### src/rtl/motors_pwm_capture_if.sv
// Measurement port bundle: PWM pin in, high/period/duty results and status pulses out.
// master = capture block; slave = pin driver plus telemetry consumer.
interface motors_pwm_capture_if #(
    parameter int CNT_W = 16
);
    logic             pwm_in;
    logic [CNT_W-1:0] high_count;
    logic [CNT_W-1:0] period_count;
    logic [5:0]       duty_out;
    logic             valid;
    logic             stuck_high;
    logic             stuck_low;
    logic             overrun;

    modport master (
        input  pwm_in,
        output high_count, period_count, duty_out, valid,
        output stuck_high, stuck_low, overrun
    );

    modport slave (
        output pwm_in,
        input  high_count, period_count, duty_out, valid,
        input  stuck_high, stuck_low, overrun
    );
endinterface

### src/rtl/motors_pwm_capture.sv
// PWM capture: high time, period and 0..63 duty; results 8 clk after the latching rise (edge seen 3 clk after pin).
// No backpressure: valid/overrun are one-cycle pulses; optional PWM_CAP_GLITCH_FILTER_EN adds a FILT_LEN-sample filter.
module motors_pwm_capture #(
    parameter int CNT_W    = 16,
    parameter int TIMEOUT  = 4096,
    parameter int FILT_LEN = 3
) (
    input  logic                 clk,
    input  logic                 rst_n,
    motors_pwm_capture_if.master bus
);
    localparam logic [CNT_W-1:0] CNT_MAX = '1;
    localparam logic [CNT_W-1:0] TO_VAL  = CNT_W'(TIMEOUT);

    if (FILT_LEN < 1 || (TIMEOUT >> CNT_W) != 0) begin : g_param_chk
        $error("motors_pwm_capture: FILT_LEN must be >= 1 and TIMEOUT < 2**CNT_W");
    end

    typedef enum logic [1:0] {IDLE, HIGH, LOW} state_t;
    state_t state, state_nxt;

    logic sync1, sync2, lvl, lvl_d, rise, fall, edge_det;
    logic [CNT_W-1:0] hcnt, lcnt, idle_cnt, per_sat, hold_hi, div_dvs;
    logic [CNT_W:0]   psum, div_rem, div_sub, div_keep;
    logic [6:0]       div_q;
    logic [2:0]       div_cnt;
    logic             div_busy, div_ge, div_done, latch, timeout, stuck;

    function automatic logic [CNT_W-1:0] sat_inc(input logic [CNT_W-1:0] v);
        return (v == CNT_MAX) ? v : v + 1'b1;
    endfunction

    always_ff @(posedge clk or negedge rst_n) begin
        if (!rst_n) begin
            sync1 <= 1'b0;
            sync2 <= 1'b0;
        end else begin
            sync1 <= bus.pwm_in;
            sync2 <= sync1;
        end
    end

`ifdef PWM_CAP_GLITCH_FILTER_EN
    localparam int FW = $clog2(FILT_LEN + 1);
    logic [FW-1:0] filt_cnt;
    logic          filt_q;

    // Output follows the synchroniser only after FILT_LEN consecutive disagreeing samples
    always_ff @(posedge clk or negedge rst_n) begin
        if (!rst_n) begin
            filt_cnt <= '0;
            filt_q   <= 1'b0;
        end else if (sync2 == filt_q) begin
            filt_cnt <= '0;
        end else if (filt_cnt == FW'(FILT_LEN - 1)) begin
            filt_q   <= sync2;
            filt_cnt <= '0;
        end else begin
            filt_cnt <= filt_cnt + 1'b1;
        end
    end
    assign lvl = filt_q;
`else
    assign lvl = sync2;
`endif

    assign rise     = lvl & ~lvl_d;
    assign fall     = ~lvl & lvl_d;
    assign edge_det = rise | fall;
    assign stuck    = bus.stuck_high | bus.stuck_low;
    assign timeout  = !edge_det && !stuck && (idle_cnt == TO_VAL - 1'b1);

    assign psum    = {1'b0, hcnt} + {1'b0, lcnt};
    assign per_sat = psum[CNT_W] ? CNT_MAX : psum[CNT_W-1:0];

    // One quotient bit per cycle; remainder stays below twice the divisor
    assign div_sub  = div_rem - {1'b0, div_dvs};
    assign div_ge   = div_rem >= {1'b0, div_dvs};
    assign div_keep = div_ge ? div_sub : div_rem;
    assign div_done = div_busy && (div_cnt == 3'd7) && !timeout;

    always_comb begin
        state_nxt = state;
        latch     = 1'b0;
        case (state)
            IDLE:    if (rise) state_nxt = HIGH;
            HIGH:    if (fall) state_nxt = LOW;
            LOW:     if (rise) begin
                         state_nxt = HIGH;
                         latch     = 1'b1;
                     end
            default: state_nxt = IDLE;
        endcase
        if (timeout) begin
            state_nxt = IDLE;
            latch     = 1'b0;
        end
    end

    always_ff @(posedge clk or negedge rst_n) begin
        if (!rst_n) begin
            state    <= IDLE;
            lvl_d    <= 1'b0;
            hcnt     <= '0;
            lcnt     <= '0;
            idle_cnt <= '0;
        end else begin
            state <= state_nxt;
            lvl_d <= lvl;
            if (edge_det)   idle_cnt <= '0;
            else if (!stuck) idle_cnt <= idle_cnt + 1'b1;
            if ((state == IDLE || state == LOW) && rise) begin
                hcnt <= CNT_W'(1);
                lcnt <= '0;
            end else if (state == HIGH && fall) begin
                lcnt <= CNT_W'(1);
            end else if (state == HIGH) begin
                hcnt <= sat_inc(hcnt);
            end else if (state == LOW) begin
                lcnt <= sat_inc(lcnt);
            end
        end
    end

    always_ff @(posedge clk or negedge rst_n) begin
        if (!rst_n) begin
            div_busy <= 1'b0;
            div_cnt  <= '0;
            div_rem  <= '0;
            div_dvs  <= '0;
            div_q    <= '0;
            hold_hi  <= '0;
        end else if (timeout) begin
            div_busy <= 1'b0;
        end else if (latch) begin
            div_busy <= 1'b1;
            div_cnt  <= '0;
            div_rem  <= {1'b0, hcnt};
            div_dvs  <= per_sat;
            div_q    <= '0;
            hold_hi  <= hcnt;
        end else if (div_busy && div_cnt != 3'd7) begin
            div_rem  <= div_keep << 1;
            div_q    <= {div_q[5:0], div_ge};
            div_cnt  <= div_cnt + 1'b1;
        end else if (div_done) begin
            div_busy <= 1'b0;
        end
    end

    always_ff @(posedge clk or negedge rst_n) begin
        if (!rst_n) begin
            bus.high_count   <= '0;
            bus.period_count <= '0;
            bus.duty_out     <= '0;
            bus.valid        <= 1'b0;
            bus.stuck_high   <= 1'b0;
            bus.stuck_low    <= 1'b0;
            bus.overrun      <= 1'b0;
        end else begin
            bus.valid   <= timeout | div_done;
            bus.overrun <= latch && div_busy && (div_cnt != 3'd7);
            if (timeout) begin
                bus.high_count   <= lvl ? TO_VAL : '0;
                bus.period_count <= TO_VAL;
                bus.duty_out     <= {6{lvl}};
            end else if (div_done) begin
                bus.high_count   <= hold_hi;
                bus.period_count <= div_dvs;
                bus.duty_out     <= div_q[6] ? 6'd63 : div_q[5:0];
            end
            if (edge_det) begin
                bus.stuck_high <= 1'b0;
                bus.stuck_low  <= 1'b0;
            end else if (timeout) begin
                bus.stuck_high <= lvl;
                bus.stuck_low  <= ~lvl;
            end
        end
    end
endmodule

### src/flat_wrapper.sv
// flat-port wrapper written by rule: the top's interface ports become plain ports
module motors_pwm_capture_flat 
#(
    parameter int CNT_W    = 16,
    parameter int TIMEOUT  = 4096,
    parameter int FILT_LEN = 3
)
  (clk, rst_n, bus_pwm_in, bus_high_count, bus_period_count, bus_duty_out, bus_valid, bus_stuck_high, bus_stuck_low, bus_overrun);
  motors_pwm_capture_if #(.CNT_W(CNT_W)) bus_i ();
  input  logic clk;
  input  logic rst_n;
  input wire logic [$bits(bus_i.pwm_in)-1:0] bus_pwm_in;
  output wire logic [$bits(bus_i.high_count)-1:0] bus_high_count;
  output wire logic [$bits(bus_i.period_count)-1:0] bus_period_count;
  output wire logic [$bits(bus_i.duty_out)-1:0] bus_duty_out;
  output wire logic [$bits(bus_i.valid)-1:0] bus_valid;
  output wire logic [$bits(bus_i.stuck_high)-1:0] bus_stuck_high;
  output wire logic [$bits(bus_i.stuck_low)-1:0] bus_stuck_low;
  output wire logic [$bits(bus_i.overrun)-1:0] bus_overrun;
  assign bus_i.pwm_in = bus_pwm_in;
  assign bus_high_count = bus_i.high_count;
  assign bus_period_count = bus_i.period_count;
  assign bus_duty_out = bus_i.duty_out;
  assign bus_valid = bus_i.valid;
  assign bus_stuck_high = bus_i.stuck_high;
  assign bus_stuck_low = bus_i.stuck_low;
  assign bus_overrun = bus_i.overrun;
  motors_pwm_capture #(.CNT_W(CNT_W), .TIMEOUT(TIMEOUT), .FILT_LEN(FILT_LEN)) u_core (.clk(clk), .rst_n(rst_n), .bus(bus_i));
endmodule
### config.mk
export PLATFORM = sky130hd
export DESIGN_NAME = motors_pwm_capture_flat
export DESIGN_NICKNAME = d
export VERILOG_FILES = /design/src/rtl/motors_pwm_capture_if.sv /design/src/rtl/motors_pwm_capture.sv /design/src/flat_wrapper.sv
export SDC_FILE = /design/constraint.sdc
export NUM_CORES = 1
export LEC_CHECK = 0
export BUFFER_PORTS_ARGS = -buffer_cell sky130_fd_sc_hd__buf_2
export CORE_ASPECT_RATIO = 1.1
export CORE_UTILIZATION = 53
export DETAILED_ROUTE_END_ITERATION = 6
export HOLD_SLACK_MARGIN = 0.15
export PLACE_DENSITY = 0.82
export RECOVER_POWER = 25
export SLEW_MARGIN = 20
export SYNTH_ARGS = -nofsm -noshare
export SYNTH_HDL_FRONTEND = slang
export SYNTH_SLANG_ARGS = --single-unit
export TNS_END_PERCENT = 10
### constraint.sdc
create_clock -name clk -period 3.1 [get_ports clk]
set_input_delay 0.93 -clock clk [delete_from_list [all_inputs] [get_ports clk]]
set_output_delay 0.93 -clock clk [all_outputs]
set_load 0.03 [all_outputs]
==> run metrics <==
GPL Wtd Cong 0.9196; largest family of logic cells by synthesized area compound AO/OA/AOI/OAI gates; Hold Path Class register to register; root buffer cell clkbuf_16; setup bufs post-CTS 0; initial antenna violation count 0; CTS resizes 0; DR vias/cell 5.913; Post-DP HPWL 13,530 um; asr flop ratio synth 100.0%; CP top delay family compound AO/OA/AOI/OAI gates; Row Count 47; max-cap violation count 1; max frequency 0.3608 GHz; vias in the first global route 6,223; number of synthesized flops with an enable pin 0; gr ovfl total 0; final std cells w/o fill 1,078; register area share after synthesis 47.10%; commonest non-fill, non-tap cells in the layout 155 x dfrtp_1, 112 x nand2_1, 67 x nor2_1; Cell variety after synth 70; Setup CP Type register to register; Mapped Nets 868; final net count 915; adder-cell share of the synthesized area 6.715%; worst ir drop on vdd 458.7 uV; CTS tree done; Max Slew Vio Count 65; final cycle utilization of the critical path 89.40%; crit path max-delay cell type dfrtp_1; Sw Pwr 3385 uW; PortBufs 44; Initial Utilization 54.49%; WL final 19,050 um; Syn. warnings 0; failing checks capacitance limit, slew limit; drt pass-1 iters 5; RSZ-0062 raised after global routing false; Simple-Gate Fraction of Synth Area 16.23%; final setup vio count 0; Synth Area in Compound Gates 17.67%; clock slew at reported path FFs 70 ps; hold path depth 0; First DRT Iteration DRCs 459; combinational fraction of design power 42.1%; crit path DAT 3100 ps; ant diodes 0; drc violations 0; Clk pwr share 24.6%; CP max stage delay 430 ps; CTS Hold Bufs 0; Worst Setup Start Kind register; leakage power 0.004548 uW; post-route minimum period 2771 ps; TNS Setup 0 ps; Die H 132.7 um; mux cell area share after synthesis 2.385%; core area 15,110 um^2; PD cells 923.3 nW/um^2; layout cells sized above 1 13.49%; Worst Path Required 3420 ps; antenna violation net count after detailed routing 0; # IOs 45; Worst setup EP type register; DIE AREA 16,040 um^2; Synth Cell Area 8235 um^2; Max Root-Sink Buffers 2; relative slew slack -14.99%; die width 120.9 um; Syn Inst Count 822; Crit Path Max Fanout 8; total CTS buffers 17; Seq pwr share 33.3%; number of synthesized register bits 155; first-pass GRT wire length 31,250 um; stages on the worst setup path 9; final clock skew 9.324 ps; Switching Fraction 39.36%; DP Cell Count 1,046; P&R area growth vs syn 13.10%; CTS H-tree lvls 4; CP bufs+invs 0; Syn Area/Cell 10.02 um^2; status complete, but fails checks; largest net degree at the start of global routing 67; WL per Instance 17.67 um; GRT Util Overall 25.42%; Sink Count 155; post-synthesis xor/xnor area fraction 6.594%; final hold viol count 0; vias 6,374; commonest non-fill, non-tap cell in the layout dfrtp_1; ys flop type dfrtp_1; Internal Power 5215 uW; Slew @ Worst Pin 1725 ps; Worst-Skew Late Latency 440 ps; R2R cell count 9; CP cell instances ha_1 -> fa_1 -> a211oi_1 -> o21bai_1 -> a221oi_1 -> o21ai_0 -> nand2_2 -> nand2_8 -> o32a_1
-- power by group through the flow --
stage | clock (uW) | combinational, uW | sequential [uW]
finish | 2110 | 3620 | 2870
global route | 2230 | 3970 | 2920
CTS | 2130 | 3590 | 2850
detailed placement | 0 | 3530 | 2880
global placement | 0 | 3470 | 2870
floorplan | 0 | 2600 | 2970
-- worst register-to-register path, cell delays in order, from the launching register on --
cell,delay (ps)
dfrtp_1,430
ha_1,270
fa_1,430
a211oi_1,220
o21bai_1,160
a221oi_1,250
o21ai_0,180
nand2_2,240
nand2_8,110
o32a_1,370
-- final cells by class --
| cell class | instances | area [um^2] |
|---|---|---|
| Fill cell | 1179 | 5799 |
| Multi-Input combinational cell | 605 | 4099 |
| Sequential cell | 155 | 3879 |
| Clock buffer | 18 | 439.2 |
| Timing Repair Buffer | 59 | 377.9 |
| Tap cell | 196 | 245.2 |
| Clock inverter | 14 | 157.7 |
| Inverter | 31 | 116.4 |
-- synthesized netlist by cell type (all sizes together) (3+ instances only) --
library cell | instances | area (um^2)
dfrtp | 155 | 3879
nand2 | 114 | 446.7
nor2 | 70 | 272.8
ha | 41 | 513.0
o21ai | 41 | 205.2
a22o | 40 | 350.3
xor2 | 38 | 332.8
a21oi | 37 | 192.7
inv | 31 | 116.4
xnor2 | 24 | 210.2
nand3 | 23 | 115.1
buf | 18 | 107.6
nand4 | 16 | 115.1
mux2i | 14 | 140.1
clkbuf | 13 | 48.80
a21o | 12 | 90.09
o211ai | 11 | 82.58
nor3 | 10 | 50.05
nand2b | 9 | 56.30
or3 | 9 | 56.30
a32oi | 8 | 70.07
o21a | 8 | 60.06
a2bb2oi | 6 | 83.83
and3 | 5 | 31.28
and4 | 5 | 46.29
mux2 | 5 | 56.30
nor2b | 5 | 31.28
nor4 | 5 | 52.55
o21bai | 5 | 37.54
a22oi | 4 | 30.03
a211oi | 3 | 22.52
o31ai | 3 | 27.52
or2 | 3 | 18.77
-- per-layer routing --
layer | vias up | routed length, um | global-route usage (%)
met3 | 47 | 1142 | 5.948
met4 | 0 | 645 | 13.37
li1 | 3026 | - | -
met1 | 3095 | 8480 | 33.51
met2 | 206 | 8778 | 38.89
met5 | - | 0 | 0
-- kinds of logic (layout without fill, tap and decap cells) --
logic type               Yosys count  in the layout
AO/OA/AOI/OAI                    201            201
buffers and inverters             62            122
adder cells (fa/ha/maj)           43             43
XOR/XNOR                          62             62
multiplexers                      19             19
AND/OR/NAND/NOR                  280            280
flip-flops                       155            155
-- stage by stage --
step | util [%] | area (um^2) | total power (uW) | worst slack [ps] | hold WS [ps]
6_report | 61.63 | 9314 | 8600 | 328.6 | 376.6
5_1_grt | 61.63 | 9314 | 9122 | 58.14 | 403.7
4_1_cts | 61.64 | 9315 | 8579 | 334.6 | 390.9
3_5_place_dp | 57.69 | 8718 | 6410 | 362.6 | 376.8
3_3_place_gp | 57.50 | 8691 | 6340 | 405.9 | 376.2
2_1_floorplan | - | 8235 | 5571 | 559.4 | 331.2
-- worst paths after layout --
path / from / endpoint / slack, ps
hold reg to reg: u_core.sync1$_DFF_PN0_ / u_core.lvl$_DFF_PN0_ / 380
min in group asynchronous: rst_n / u_core.lcnt[7]$_DFFE_PN0P_ / 960
max in group asynchronous: rst_n / u_core.div_dvs[5]$_DFFE_PN0P_ / 1130
setup / recovery: u_core.lcnt[0]$_DFFE_PN0P_ / u_core.div_dvs[13]$_DFFE_PN0P_ / 330
hold / removal: u_core.sync1$_DFF_PN0_ / u_core.lvl$_DFF_PN0_ / 380
setup reg to reg: u_core.lcnt[0]$_DFFE_PN0P_ / u_core.div_dvs[13]$_DFFE_PN0P_ / 330
-- flip-flops by register name (all words and copies together), names as in the netlist, 3 cells and up --
signal and cells:
u_core.hold_hi 16, u_core.div_q 7, u_core.div_rem 17, u_core.bus.duty_out 6
u_core.hcnt 16, u_core.bus.period_count 16, u_core.bus.high_count 16, u_core.div_cnt 3
u_core.lcnt 16, u_core.div_dvs 16, u_core.idle_cnt 16
No activity file was read; power rests on OpenSTA's default activity.
